===== config.mk =====
export PLATFORM = sky130hd
export DESIGN_NAME = piso_tx_flat
export DESIGN_NICKNAME = d
export VERILOG_FILES = /design/src/rtl/piso_tx_if.sv /design/src/rtl/piso_tx.sv /design/src/flat_wrapper.sv
export SDC_FILE = /design/constraint.sdc
export NUM_CORES = 1
export LEC_CHECK = 0
export BUFFER_PORTS_ARGS = -buffer_cell sky130_fd_sc_hd__buf_2
export CAP_MARGIN = 30
export CORE_MARGIN = 5
export CORE_UTILIZATION = 43
export CTS_CLUSTER_SIZE = 14
export DETAILED_ROUTE_END_ITERATION = 10
export PLACE_DENSITY = 0.68
export RECOVER_POWER = 25
export SLEW_MARGIN = 10
export SYNTH_ARGS = -nofsm -noshare
export SYNTH_HDL_FRONTEND = slang
export SYNTH_SLANG_ARGS = --single-unit
export TNS_END_PERCENT = 30

===== constraint.sdc =====
create_clock -name i_clk -period 1.7 [get_ports i_clk]
set_clock_uncertainty 0.05 [all_clocks]
set_input_delay 0.17 -clock i_clk [delete_from_list [all_inputs] [get_ports i_clk]]
set_output_delay 0.17 -clock i_clk [all_outputs]
set_load 0.05 [all_outputs]

===== src/rtl/piso_tx_if.sv =====
// Purpose : Word handshake between a parallel sender and the piso_tx
//           serialiser. The sender presents i_data with i_valid and holds both
//           until the transmitter shows o_ready at a rising edge.
// Signals :
//   i_data   DWIDTH  parallel word, sender -> transmitter
//   i_valid  1       i_data is valid, sender -> transmitter
//   o_ready  1       transmitter idle and able to accept, transmitter -> sender
// Modports: master = word sender, slave = piso_tx.
interface piso_tx_if #(
   parameter int DWIDTH = 8
) ();

   logic [DWIDTH-1:0] i_data;
   logic              i_valid;
   logic              o_ready;

   modport master (
      output i_data,
      output i_valid,
      input  o_ready
   );

   modport slave (
      input  i_data,
      input  i_valid,
      output o_ready
   );

endinterface


===== src/rtl/piso_tx.sv =====
// Purpose : Parallel-in/serial-out transmitter. A DWIDTH-bit word is accepted
//           over the valid/ready handshake in bus, then shifted out one bit per
//           clock on o_sdata with o_sframe marking the frame bits. Every
//           output is driven from a flop, so there is no combinational path
//           from any input to any output.
// Parameters:
//   DWIDTH     word width in bits (>= 1)
//   MSB_FIRST  1: bit DWIDTH-1 is sent first, 0: bit 0 is sent first
// Ports:
//   i_clk     rising-edge clock
//   i_rstn    asynchronous active-low reset
//   bus       slave side of piso_tx_if (i_data, i_valid in; o_ready out)
//   o_sdata   serial data bit
//   o_sframe  high while o_sdata carries a frame bit
//   o_done    one-cycle pulse on the final frame bit
// Build option:
//   PISO_TX_PARITY_EN  when defined, an even-parity bit follows the data bits
//                      and o_done moves onto that parity bit.
module piso_tx #(
   parameter int DWIDTH    = 8,
   parameter bit MSB_FIRST = 1'b1
) (
   input  logic     i_clk,
   input  logic     i_rstn,
   piso_tx_if.slave bus,
   output logic     o_sdata,
   output logic     o_sframe,
   output logic     o_done
);

   // The counter only needs to reach DWIDTH-1, but sizing it for DWIDTH
   // keeps it from ever wrapping inside a frame, including DWIDTH=1.
   localparam int            CW       = $clog2(DWIDTH + 1);
   localparam logic [CW-1:0] LAST_CNT = CW'(DWIDTH - 1);

`ifdef PISO_TX_PARITY_EN
   typedef enum logic [1:0] {
      IDLE   = 2'd0,
      SHIFT  = 2'd1,
      PARITY = 2'd2
   } state_t;
`else
   typedef enum logic [0:0] {
      IDLE  = 1'b0,
      SHIFT = 1'b1
   } state_t;
`endif

   state_t            state;
   state_t            state_next;
   logic [CW-1:0]     bit_cnt;
   logic [CW-1:0]     bit_cnt_next;
   logic [DWIDTH-1:0] shift_reg;
   logic [DWIDTH-1:0] shift_reg_next;
   logic [DWIDTH-1:0] shifted;
   logic              ready_reg;
   logic              ready_next;
   logic              sdata_next;
   logic              sframe_next;
   logic              done_next;
`ifdef PISO_TX_PARITY_EN
   logic              parity_reg;
   logic              parity_next;
`endif

   // The bit that goes on the line first for a given shift register image.
   function automatic logic first_bit(input logic [DWIDTH-1:0] word);
      return MSB_FIRST ? word[DWIDTH-1] : word[0];
   endfunction

   assign bus.o_ready = ready_reg;

   // State, counter, data and all outputs are registered together here; the
   // combinational block below decides what each of them becomes next.
   always_ff @(posedge i_clk or negedge i_rstn) begin
      if (!i_rstn) begin
         state      <= IDLE;
         bit_cnt    <= '0;
         shift_reg  <= '0;
         ready_reg  <= 1'b1;
         o_sdata    <= 1'b0;
         o_sframe   <= 1'b0;
         o_done     <= 1'b0;
`ifdef PISO_TX_PARITY_EN
         parity_reg <= 1'b0;
`endif
      end else begin
         state      <= state_next;
         bit_cnt    <= bit_cnt_next;
         shift_reg  <= shift_reg_next;
         ready_reg  <= ready_next;
         o_sdata    <= sdata_next;
         o_sframe   <= sframe_next;
         o_done     <= done_next;
`ifdef PISO_TX_PARITY_EN
         parity_reg <= parity_next;
`endif
      end
   end

   // Next-state and next-output logic. Outputs are computed one cycle ahead
   // so that the registered value lines up with the bit being transmitted:
   // the accept edge already presents the first bit, and o_done is set on the
   // edge that makes the final bit visible.
   always_comb begin
      state_next     = state;
      bit_cnt_next   = bit_cnt;
      shift_reg_next = shift_reg;
      ready_next     = ready_reg;
      sdata_next     = o_sdata;
      sframe_next    = o_sframe;
      done_next      = 1'b0;
      shifted        = MSB_FIRST ? (shift_reg << 1) : (shift_reg >> 1);
`ifdef PISO_TX_PARITY_EN
      parity_next    = parity_reg;
`endif

      case (state)
         IDLE: begin
            ready_next  = 1'b1;
            sframe_next = 1'b0;
            sdata_next  = 1'b0;
            if (bus.i_valid) begin
               state_next     = SHIFT;
               bit_cnt_next   = '0;
               shift_reg_next = bus.i_data;
               ready_next     = 1'b0;
               sframe_next    = 1'b1;
               sdata_next     = first_bit(bus.i_data);
`ifdef PISO_TX_PARITY_EN
               parity_next    = ^bus.i_data;
`else
               // A one-bit word is complete in its first cycle.
               done_next      = (LAST_CNT == '0);
`endif
            end
         end

         SHIFT: begin
            if (bit_cnt == LAST_CNT) begin
`ifdef PISO_TX_PARITY_EN
               state_next  = PARITY;
               ready_next  = 1'b0;
               sframe_next = 1'b1;
               sdata_next  = parity_reg;
               done_next   = 1'b1;
`else
               state_next  = IDLE;
               ready_next  = 1'b1;
               sframe_next = 1'b0;
               sdata_next  = 1'b0;
`endif
            end else begin
               bit_cnt_next   = bit_cnt + CW'(1);
               shift_reg_next = shifted;
               sdata_next     = first_bit(shifted);
`ifndef PISO_TX_PARITY_EN
               done_next      = ((bit_cnt + CW'(1)) == LAST_CNT);
`endif
            end
         end

`ifdef PISO_TX_PARITY_EN
         PARITY: begin
            state_next  = IDLE;
            ready_next  = 1'b1;
            sframe_next = 1'b0;
            sdata_next  = 1'b0;
         end
`endif

         default: begin
            state_next  = IDLE;
            ready_next  = 1'b1;
            sframe_next = 1'b0;
            sdata_next  = 1'b0;
         end
      endcase
   end

endmodule


===== src/flat_wrapper.sv =====
// flat-port wrapper written by rule: the top's interface ports become plain ports
module piso_tx_flat 
#(
   parameter int DWIDTH    = 8,
   parameter bit MSB_FIRST = 1'b1
)
  (i_clk, i_rstn, o_sdata, o_sframe, o_done, bus_i_data, bus_i_valid, bus_o_ready);
  piso_tx_if #(.DWIDTH(DWIDTH)) bus_i ();
  input  logic i_clk;
  input  logic i_rstn;
  output logic o_sdata;
  output logic o_sframe;
  output logic o_done;
  input wire logic [$bits(bus_i.i_data)-1:0] bus_i_data;
  input wire logic [$bits(bus_i.i_valid)-1:0] bus_i_valid;
  output wire logic [$bits(bus_i.o_ready)-1:0] bus_o_ready;
  assign bus_i.i_data = bus_i_data;
  assign bus_i.i_valid = bus_i_valid;
  assign bus_o_ready = bus_i.o_ready;
  piso_tx #(.DWIDTH(DWIDTH), .MSB_FIRST(MSB_FIRST)) u_core (.i_clk(i_clk), .i_rstn(i_rstn), .bus(bus_i), .o_sdata(o_sdata), .o_sframe(o_sframe), .o_done(o_done));
endmodule

==> flow_summary_export.csv <==
group,metric,value,unit
flow_run,maxCapViolCount,0,
sta,tightest_slew,832,ps
sta,final-setup-viol-count,0,
sta,whs,43.3,ps
cts,cts_buffers,3,
sta,maxSlewViolCount,0,
cts,clk_latency,280,ps
synthesis,synth_top_area_frac,0.472,
synthesis,synth-edff-count,0,
sta,rsz0062_at_grt,"false",
synthesis,ys_seq_area_frac,0.505,
cts,ctsLongestPathBuffers,2,
worst_setup_path,cp_cell_sequence,"ha_1 -> nand3b_4 -> a21oi_4 -> mux2_2",
global_route,grt_pass1_vias,516,
power,powerDensity,1950,nW/um^2
cts,cts-resized-gates,0,
drt,drt_iter0_drc,8,
worst_setup_path,arrival,1700,ps
floorplanning,die_area,2810,sq um
finish,final_nets,96,
cts,clock-sinks,16,
cts,cts_tree,"yes",
worst_setup_path,critPathMaxStageDelay,380,ps
synthesis,netlist_top_cells_area,"dfrtp_1, mux2_2, dfstp_2, nand2_1, ha_1",
worst_setup_path,slowest_stage,"mux2_2",
sta,hold_violations,0,
synthesis,syn_avg_cell_area,12.8,sq um
power,p_leak,0.463,nW
finish,drive_gt1_frac,0.439,
floorplanning,initial_core_util,0.456,
drt,routedWlPerCell,12.5,microns
finish,antenna_cells,0,
cts,cts_setup_buffers,0,
synthesis,synth_cells,62,
floorplanning,rows,15,
synthesis,yosysWarnings,0,
sta,min_period_over_period,0.927,
floorplanning,core_area,1750,sq um
worst_setup_path,critPathKind,"register to register",
global_route,grt_pass1_wl,2390,microns
global_route,grt_overflow,0,
global_route,antenna_found_initial,0,
synthesis,synthArstFlopShare,1.00,
finish,area.growth.synth_to_final,17.9,%
worst_setup_path,startpoint_type,"register",
drt,ant_nets,0,
sta,finalCriticalPeriod,1580,ps
synthesis,synth_area,796,sq um
drt,drc,0,
drt,vias,522,
worst_setup_path,crit_required,1820,ps
drt,drt-pass1-iter-count,4,
drt,wirelength,1340,microns
placement,dp_hpwl,1030,microns
sta,fmax,634,MHz
floorplanning,io_pins,15,
placement,gp_congestion,0.812,
worst_setup_path,crit_fanout,9,
finish,largest_reg_flops,7,
synthesis,synth.largest_area_cell,"dfrtp_1",
status,status,"finished clean",
power,ir_drop,1.06,mV
drt,via_per_inst,4.88,
cts,root_buffer,"clkbuf_4",
placement,portBuffers,14,
synthesis,synthFlopType,"dfrtp_1",
sta,finalSetupTns,0,ps
floorplanning,die_w,53.0,microns
synthesis,synthesis.nets,75,
sta,relSlewSlack,0.445,
cts,clkTransAtPathRegs,100,ps
floorplanning,dieHeight,53.0,microns
synthesis,synth_cell_types,25,
worst_setup_path,crit_path_end_kind,"register",
min_path,holdCritPathClass,"input pin to register",
global_route,grt_max_degree,17,
global_route,groute.usage.overall,0.117,
synthesis,ys_ff_latch,16,
cts,htreeDepth,1,
critical path: cells and delay by family, from the launching register on:
family | cells | cell delay [ps]
flip-flops | 1 | 370
AO/OA/AOI/OAI | 1 | 310
AND/OR/NAND/NOR | 1 | 120
multiplexers | 1 | 380
adder cells (fa/ha/maj) | 1 | 230
where the power goes:
group,switching [mW],internal [mW]
Sequential,0.121,0.560
Combinational,0.468,0.429
Clock,0.120,0.130
Total,0.710,1.12
synthesized netlist by cell type (all sizes together) (2+ instances only):
cell,n
mux2,12
nor2b,2
buf,2
mux2i,2
nand2,7
a31oi,2
ha,2
dfrtp,15
inv,3
a22o,2
cell families (layout without fill, tap and decap cells):
kind of cell / after synthesis / count (layout) / share of synthesized area
buf+inv: 5 / 25 / 0.0472
mux: 14 / 14 / 0.195
simple gates: 15 / 15 / 0.115
flops: 16 / 16 / 0.505
fa+ha+maj: 2 / 2 / 0.0314
compound gates: 10 / 10 / 0.107
through the flow:
stage / total power, mW / utilization / setup WS, ps / instance area, sq um / cells
6_report: 1.83 / 0.538 / 124 / 938 / 107
2_1_floorplan: 1.42 / - / 165 / 796 / 62
3_3_place_gp: 1.57 / 0.512 / 166 / 893 / 102
5_1_grt: 1.97 / 0.538 / 50.2 / 938 / 107
4_1_cts: 1.85 / 0.538 / 120 / 940 / 107
3_5_place_dp: 1.60 / 0.512 / 139 / 893 / 102
worst paths after layout:
check,startpoint,end,slack [ps],cells past startpoint
setup / recovery,u_core.bit_cnt[0],u_core.shift_reg[3],120,4
hold / removal,bus_i_valid,u_core.bit_cnt[3],40,2
setup reg to reg,u_core.bit_cnt[0],u_core.shift_reg[3],120,4
hold reg to reg,u_core.shift_reg[1],u_core.shift_reg[1],460,1
max in group asynchronous,i_rstn,u_core.o_sdata,650,2
min in group asynchronous,i_rstn,u_core.bit_cnt[0],440,2
cell usage in the layout, fill, tap and decap left out, drive strengths merged:
master / instances
mux2: 12
o21ai: 1
a21oi: 1
dfrtp: 15
ha: 2
nor2b: 2
a22o: 2
buf: 16
a32o: 1
dfstp: 1
a31oi: 2
dlygate4sd3: 1
a211oi: 1
mux2i: 2
o32ai: 1
nand2b: 1
nand3: 1
nor3: 1
nand3b: 1
or2: 1
clkbuf: 5
nand2: 7
inv: 3
o21a: 1
and2b: 1
area by class of cell:
type / count / area (sq um)
Clock buffer: 4 / 36.3
Multi-Input combinational cell: 41 / 357
Timing Repair Buffer: 18 / 101
Tap cell: 25 / 31.3
Sequential cell: 16 / 402
Fill cell: 159 / 807
Inverter: 3 / 11.3
repair_timing:
| item | CTS | global route |
|---|---|---|
| hold endpoints to repair | 15 | 0 |
| endpoints found under the setup margin | 0 | 0 |
| hold buffers | 1 | 0 |
per-layer routing:
layer  track usage  vias up  part of all wire
met4        0.0383        0            0.0060
li1              -      267                 -
met2         0.163        8              0.48
met3        0.0423        2             0.047
met1         0.164      245              0.47
met5             0        -                 0
Note: power is estimated with default switching activity, not from simulation.
